$ cat config.mk
export PLATFORM = sky130hd
export DESIGN_NAME = bn_param_mem_writer
export DESIGN_NICKNAME = d
export VERILOG_FILES = /design/src/rtl/bn_param_mem_writer.sv
export SDC_FILE = /design/constraint.sdc
export NUM_CORES = 1
export LEC_CHECK = 0
export ABC_AREA = 1
export BUFFER_PORTS_ARGS = -buffer_cell sky130_fd_sc_hd__clkbuf_2
export CORE_MARGIN = 4
export CORE_UTILIZATION = 44
export CTS_CLUSTER_SIZE = 24
export DETAILED_ROUTE_END_ITERATION = 10
export HOLD_SLACK_MARGIN = 0.1
export PLACE_DENSITY_LB_ADDON = 0.2
export SYNTH_ARGS = -nofsm -noshare
export SYNTH_HDL_FRONTEND = slang
export SYNTH_SLANG_ARGS = --single-unit
$ cat constraint.sdc
create_clock -name clk -period 3.5 [get_ports clk]
set_input_delay 0.875 -clock clk [delete_from_list [all_inputs] [get_ports clk]]
set_output_delay 0.875 -clock clk [all_outputs]
set_load 0.01 [all_outputs]
$ cat src/rtl/bn_param_mem_writer.sv
// Streams per-channel {B,A} batch-norm parameters into the BN parameter RAM write port,
// synthesising A=1<<quat_accrc / B=0 on chip. Optional s_last checker: BN_PARAM_WR_LAST_CHK_EN.
module bn_param_mem_writer #(
    parameter int PARAM_W = 32,
    parameter int IN_W    = 32,
    parameter int ADDR_W  = 16
) (
    input  logic                 clk,
    input  logic                 rst_n,
    input  logic                 start,
    input  logic [ADDR_W-1:0]    chn_n,
    input  logic                 is_a_eq_1,
    input  logic                 is_b_eq_0,
    input  logic [4:0]           quat_accrc,
    output logic                 busy,
    output logic                 done,
    input  logic [IN_W-1:0]      s_data,
    input  logic                 s_valid,
    output logic                 s_ready,
    input  logic                 s_last,
    output logic                 bn_mem_wen_a,
    output logic [ADDR_W-1:0]    bn_mem_addr_a,
    output logic [2*PARAM_W-1:0] bn_mem_din_a,
    output logic                 err_last
);
    // Handshake: a beat is consumed on a rising edge where s_valid && s_ready; s_ready is a
    // pure function of state (high only in GET_A/GET_B) and never looks at s_valid.
    localparam bit PAIR = (IN_W == 2*PARAM_W);

    typedef enum logic [2:0] {IDLE, GET_A, GET_B, GEN, DONE} state_t;
    state_t state, state_nx, first_st;

    logic [ADDR_W-1:0]    ch, chn_n_r;
    logic                 a_one_r, b_zero_r;
    logic [4:0]           quat_r;
    logic [PARAM_W-1:0]   a_r, a_gen, a_src, b_src, a_val, b_val, s_lo, s_hi;
    logic [2*PARAM_W-1:0] s_wide;
    logic                 accept_start, fire, commit, last_ch;

    function automatic state_t entry_state(input logic a_one, input logic b_zero);
        if (!a_one)       return GET_A;
        else if (!b_zero) return GET_B;
        else              return GEN;
    endfunction

    assign accept_start = (state == IDLE) && start;
    assign s_ready      = (state == GET_A) || (state == GET_B);
    assign fire         = s_ready && s_valid;
    assign last_ch      = (ch == chn_n_r);
    assign busy         = (state != IDLE);
    assign done         = (state == DONE);
    assign first_st     = entry_state(a_one_r, b_zero_r);

    // Narrow streams are zero-extended so both field slices always exist.
    assign s_wide = (2*PARAM_W)'(s_data);
    assign s_lo   = s_wide[PARAM_W-1:0];
    assign s_hi   = s_wide[2*PARAM_W-1:PARAM_W];

    always_comb begin
        a_gen = '0;
        for (int i = 0; i < PARAM_W; i++) a_gen[i] = (i == int'(quat_r));
    end

    // Flag overrides win even when the stream carried the field.
    assign a_src = (state == GET_A) ? s_lo : a_r;
    assign b_src = PAIR ? s_hi : s_lo;
    assign a_val = a_one_r ? a_gen : a_src;
    assign b_val = b_zero_r ? '0 : b_src;

    always_comb begin
        state_nx = state;
        commit   = 1'b0;
        case (state)
            IDLE:    if (start) state_nx = entry_state(is_a_eq_1, is_b_eq_0);
            GET_A:   if (fire) begin
                         if (PAIR || b_zero_r) commit = 1'b1;
                         else                  state_nx = GET_B;
                     end
            GET_B:   if (fire) commit = 1'b1;
            GEN:     commit = 1'b1;
            DONE:    state_nx = IDLE;
            default: state_nx = IDLE;
        endcase
        if (commit) state_nx = last_ch ? DONE : first_st;
    end

    always_ff @(posedge clk or negedge rst_n) begin
        if (!rst_n) state <= IDLE;
        else        state <= state_nx;
    end

    always_ff @(posedge clk or negedge rst_n) begin
        if (!rst_n) begin
            ch            <= '0;
            chn_n_r       <= '0;
            a_one_r       <= 1'b0;
            b_zero_r      <= 1'b0;
            quat_r        <= '0;
            a_r           <= '0;
            bn_mem_wen_a  <= 1'b0;
            bn_mem_addr_a <= '0;
            bn_mem_din_a  <= '0;
        end else begin
            bn_mem_wen_a <= commit;
            if (accept_start) begin
                ch       <= '0;
                chn_n_r  <= chn_n;
                a_one_r  <= is_a_eq_1;
                b_zero_r <= is_b_eq_0;
                quat_r   <= quat_accrc;
            end
            if ((state == GET_A) && fire) a_r <= s_lo;
            // The counter holds on the last channel so a full-depth load never wraps.
            if (commit) begin
                bn_mem_addr_a <= ch;
                bn_mem_din_a  <= {b_val, a_val};
                if (!last_ch) ch <= ch + 1'b1;
            end
        end
    end

`ifdef BN_PARAM_WR_LAST_CHK_EN
    logic final_beat;
    assign final_beat = commit && last_ch;

    always_ff @(posedge clk or negedge rst_n) begin
        if (!rst_n)                             err_last <= 1'b0;
        else if (accept_start)                  err_last <= 1'b0;
        else if (fire && (s_last != final_beat)) err_last <= 1'b1;
    end
`else
    logic unused_s_last;
    assign unused_s_last = s_last;
    assign err_last      = 1'b0;
`endif

endmodule

* After elaboration in Yosys (flattened, before gate mapping)
Index checks and enable logic that the tools add are counted.
** Storage, ports and cells
- Register bits after elaboration :: 155
- Latch bits :: 0
- Memory bits (writable) :: 0
- Memory bits (read-only) :: 0
- Output and inout bits :: 85
- Word-level logic and storage cells :: 80
- Memories :: 0
** Cells by class
- Add/subtract/negate cells :: 1
- Multipliers :: 0
- Div/mod/pow operators :: 0
- $lt $le $gt $ge :: 0
- Equality and inequality tests :: 40
- Shift operators :: 0
- Multiplexer cells :: 20
- Bitwise gates (word level) :: 0
- Reductions and logical operators :: 9
** Operator list (count)
- 32-bit 2-to-1 mux :: 3
- 5-bit == test (first input constant) :: 16
- 16-bit 2-to-1 mux :: 3
- 4-bit by 5-bit == test with 1-bit output (first input constant) :: 8
- 3-bit by 5-bit == test with 1-bit output (first input constant) :: 4
- 3-bit 2-to-1 mux :: 6
- 16-bit by 1-bit adder with 16-bit output (second input constant) :: 1
- 16-bit == test :: 1
- 2-bit by 5-bit == test with 1-bit output (first input constant) :: 2
- 3-bit inequality test (second input constant) :: 3
- 3-bit case mux with 3 select lines :: 1
- 3-bit by 2-bit == test with 1-bit output (second input constant) :: 2
- 1-bit by 5-bit == test with 1-bit output (first input constant) :: 1
- 5-bit logical NOT :: 1
- 1-bit 2-to-1 mux :: 5
- 4-bit AND reduction :: 1
- 3-bit by 1-bit == test with 1-bit output (second input constant) :: 1
- 3-bit == test (second input constant) :: 1
- 1-bit logical AND :: 3
- 3-bit logical NOT :: 1
- 1-bit case mux with 3 select lines :: 1
- 3-bit nonzero test :: 1
- 2-bit 2-to-1 mux :: 1
- 2-bit by 1-bit inequality test with 1-bit output (second input constant) :: 1
- 2 further kinds :: 2

* Longest topological paths before layout
- Depth after elaboration :: 7
- Mapped depth :: 13

* Least setup slack after synthesis
OpenSTA, ideal clock, no wires.
- Kind :: flip-flop to output port
- From :: register state[0]
- To :: output port s_ready
- Data arrival time :: 1.016 ns
- Slack :: 1.609 ns
- Cell stages (with the launch flop) :: 4
- Path buffers :: 1
- Cells stage by stage :: dfrtp_1 -> nand3_2 -> clkbuf_1 -> o21ai_0
** On the way
- Word-level cells in the longest chain between the ends :: 2
** RTL lines
- from (decl) :: RTL line 31 : state_t state, state_nx, first_st;
- from (signal assigned) :: RTL line 89 : else state <= state_nx;
- 3-bit by 1-bit == test with 1-bit output or 3-bit by 2-bit == test with 1-bit output (tied branches) :: RTL line 47 : assign s_ready = (state == GET_A) || (state == GET_B);
- 1-bit logical OR * :: RTL line 47
- to (decl) :: RTL line 19 : output logic s_ready,
Mark *: on every way between the ends. The rest lies on a longest branch, timed or not.

* Worst setup path after layout
Same ends and word-level chain as after synthesis.

==> results.md <==
- Status: completed
- Max Fanout on Critical Path: 35
- Clk slew on worst S/H paths: 0.06 ns
- Vias per cell: 5.01
- TritonCTS clock tree: built
- Pin count of the biggest net entering global routing: 81
- Die area: 0.0193 mm^2
- Placeable Area: 0.0167 mm^2
- Final Max Tran Viols: 0
- Clock group share of total power: 0.247
- Syn Nets: 1,054
- Startpoint types: flip-flop
- Final Skew: 0.0101 ns
- Number of remaining DRC errors: 0
- Sequential fraction of the synthesis area: 0.514
- Fill cell count: 1,666
- CTS buffer count: 17
- Worst hold margin: 0.435 ns
- DP HPWL: 13,800 um
- Via count: 6,743
- Data required time at the worst endpoint: 2.62 ns
- IR drop worst, VDD: 0.528 mV
- Part of the power in registers: 0.357
- Sw frac: 0.417
- Final net count: 1,174
- Slowest CP cell: dfrtp_1
- Clock Path Buffers: 2
- Final Wtd Congestion: 0.851
- CP max stage delay: 0.42 ns
- Number of global-route vias before repair: 6,401
- Layout cells sized above 1: 0.198
- Worst-Margin Slew: 1.13 ns
- Final setup violation count: 0
- NetSw: 3.26 mW
- Period utilization: 0.746
- Antenna cells: 0
- Die width: 139 um
- Register bit total from synthesis: 155
- Cells after synthesis: 993
- Post-CTS setup buffer count: 0
- CP Cell Sequence: nand3_2, buf_4, o21ai_0, clkbuf_2
- First-pass GRT wire length: 33,600 um
- Peak Freq: 0.383 GHz
- YS warnings: 0
- First drt pass iteration count: 5
- Boundary pin count: 145
- Clk_lat worst skew: 0.43 ns
- Post-route ant nets: 0
- CP Class: flip-flop to primary output
- Pleak: 4.86 nW
- Post-CTS resize count: 0
- Root Driver: clkbuf_16
- Synth cell types: 32
- Iter 0 DRT Violations: 483
- Share of total power in combinational logic: 0.396
- Final hold vios: 0
- Synth-to-Final Area Change: 19.2%
- I/O Buffers: 142
- Final wirelength: 20,200 um
- Minimum clock period after layout: 2.61 ns
- Syn Std Cell Area: 0.00754 mm^2
- WP data arrival: 1.74 ns
- Maxcap violations: 0
- Drt wl/cell: 15.0 um
- Num rows: 47
- Remaining global-route overflow: 0
- Pint: 4.56 mW
- Synth Area per Inst: 7.60 um^2
- Finished Core Util: 0.538
- Initial antenna violation count: 1
- CTS Hold Bufs: 0
- Max-Slew Margin vs Limit: 0.245
- GRT Total Usage: 0.212
- RSZ-0062 raised after global routing: false
- Clk sinks: 155
- CP endpoint kind: primary output
- Vertical die dimension: 139 um
- Total power density per cell area: 870 mW/mm^2
- Hold WC Path Type: input pin to asynchronous set/reset pin
- Starting Density: 0.452
- H-tree Lvls: 4
- TNS Setup: 0 ns
[worst paths after layout]
path / cells after the start / slack (ns) / endpoint / from
min in group clk: 2 / 0.47 / a_r[21]$_DFFE_PN0P_ / a_r[21]$_DFFE_PN0P_
setup reg to reg: 9 / 1.22 / state[0]$_DFFE_PN0P_ / state[2]$_DFFE_PN0P_
max in group asynchronous: 2 / 2.24 / a_r[26]$_DFFE_PN0P_ / rst_n
hold / removal: 1 / 0.44 / bn_mem_din_a[26]$_DFFE_PN0P_ / rst_n
hold reg to reg: 2 / 0.47 / a_r[21]$_DFFE_PN0P_ / a_r[21]$_DFFE_PN0P_
setup / recovery: 4 / 0.89 / s_ready / state[0]$_DFFE_PN0P_
[per-layer routing]
metal / wire, um / up-vias / part of all wire / GRT usage
met5: 13 / - / 0.00064 / 0
li1: - / 3381 / - / -
met4: 395 / 2 / 0.020 / 0.0669
met2: 9320 / 196 / 0.46 / 0.332
met1: 9380 / 3133 / 0.46 / 0.302
met3: 1060 / 31 / 0.053 / 0.0397
[stage by stage]
stage / cells / instance area, um^2 / power [mW] / setup WS, ns
final: 1346 / 8990 / 7.82 / 0.888
after global routing: 1346 / 8990 / 8.44 / 0.801
after CTS: 1346 / 8990 / 7.89 / 0.890
after detailed placement: 1314 / 8380 / 5.94 / 0.884
after global placement: 1314 / 8380 / 5.88 / 0.889
after floorplan: 993 / 7540 / 4.97 / 1.61
[cell usage after synthesis]
library cell | number | share of area
nand2_1 | 431 | 0.21
dfrtp_1 | 155 | 0.51
nor2_1 | 87 | 0.043
o21ai_0 | 55 | 0.036
nand3_1 | 52 | 0.034
inv_1 | 45 | 0.022
o22ai_1 | 32 | 0.027
a21oi_1 | 23 | 0.015
clkbuf_1 | 22 | 0.011
buf_2 | 19 | 0.013
inv_2 | 13 | 0.0065
buf_4 | 10 | 0.010
xor2_1 | 10 | 0.012
o21ai_2 | 9 | 0.010
nand2_2 | 6 | 0.0050
buf_6 | 2 | 0.0030
mux2_2 | 2 | 0.0030
nand2_4 | 2 | 0.0030
nor2_4 | 2 | 0.0030
nor3_1 | 2 | 0.0013
o21ai_1 | 2 | 0.0013
o31ai_1 | 2 | 0.0020
clkinv_1 | 1 | 0.00050
conb_1 | 1 | 0.00050
ha_1 | 1 | 0.0017
nand3_2 | 1 | 0.0013
nand4_1 | 1 | 0.00083
nor2_2 | 1 | 0.00083
o21a_1 | 1 | 0.0010
o21bai_1 | 1 | 0.0010
or2_1 | 1 | 0.00083
or2_2 | 1 | 0.00083
[worst max-delay path, delay by kind of cell (launching register included)]
kind,cells,cell delay [ns]
AOI/OAI and AO/OA,1,0.24
buffers and inverters,2,0.55
DFF,1,0.42
and+or+nand+nor,1,0.10
[cells in the final DEF, fill, tap and decap left out, types with 3 or more instances in the layout]
cell and n:
nand2_2 7, inv_6 5, clkbuf_2 141, inv_2 12, clkinv_4 4, nand2_1 430, buf_4 10, o22ai_1 32
nor2_1 87, o21ai_0 55, bufinv_16 3, clkbuf_16 17, xor2_1 10, dfrtp_1 155, nand3_1 52, a21oi_1 23
inv_1 45, o21ai_2 9
[registers in the layout (all words and copies together), names as in the netlist]
signal / flops
a_one_r: 1
a_r: 32
b_zero_r: 1
bn_mem_addr_a: 16
bn_mem_din_a: 64
bn_mem_wen_a: 1
ch: 16
chn_n_r: 16
quat_r: 5
state: 3
[layout make-up]
class                      count  area, um^2  area share
sequential                   155        3880       0.431
clock inverter                14         184      0.0205
multi-input combinational    726        3170       0.353
clock buffer                  18         429      0.0477
tap                          220         275      0.0306
inverter                      59         223      0.0248
timing repair buffer         154         832      0.0925
[kinds of logic (layout without fill, tap and decap cells)]
| kind of cell | count (synthesis) | after routing | synth area share |
|---|---|---|---|
| buffers and inverters | 112 | 245 | 0.0658 |
| multiplexers | 2 | 2 | 0.00299 |
| AND/OR/NAND/NOR | 587 | 587 | 0.309 |
| other | 1 | 1 | 0.000497 |
| flip-flops | 155 | 155 | 0.514 |
| adder cells (fa/ha/maj) | 1 | 1 | 0.00166 |
| AO/OA/AOI/OAI | 125 | 125 | 0.0940 |
| XOR/XNOR | 10 | 10 | 0.0116 |
[power groups by stage]
stage / Combinational, mW / Clock (mW) / Sequential [mW]
floorplan: 2.09 / 0 / 2.88
global placement: 3.07 / 0 / 2.80
detailed placement: 3.12 / 0 / 2.82
CTS: 3.14 / 1.96 / 2.79
global route: 3.52 / 2.04 / 2.88
finish: 3.10 / 1.93 / 2.80
(Power assumes the default switching activity.)
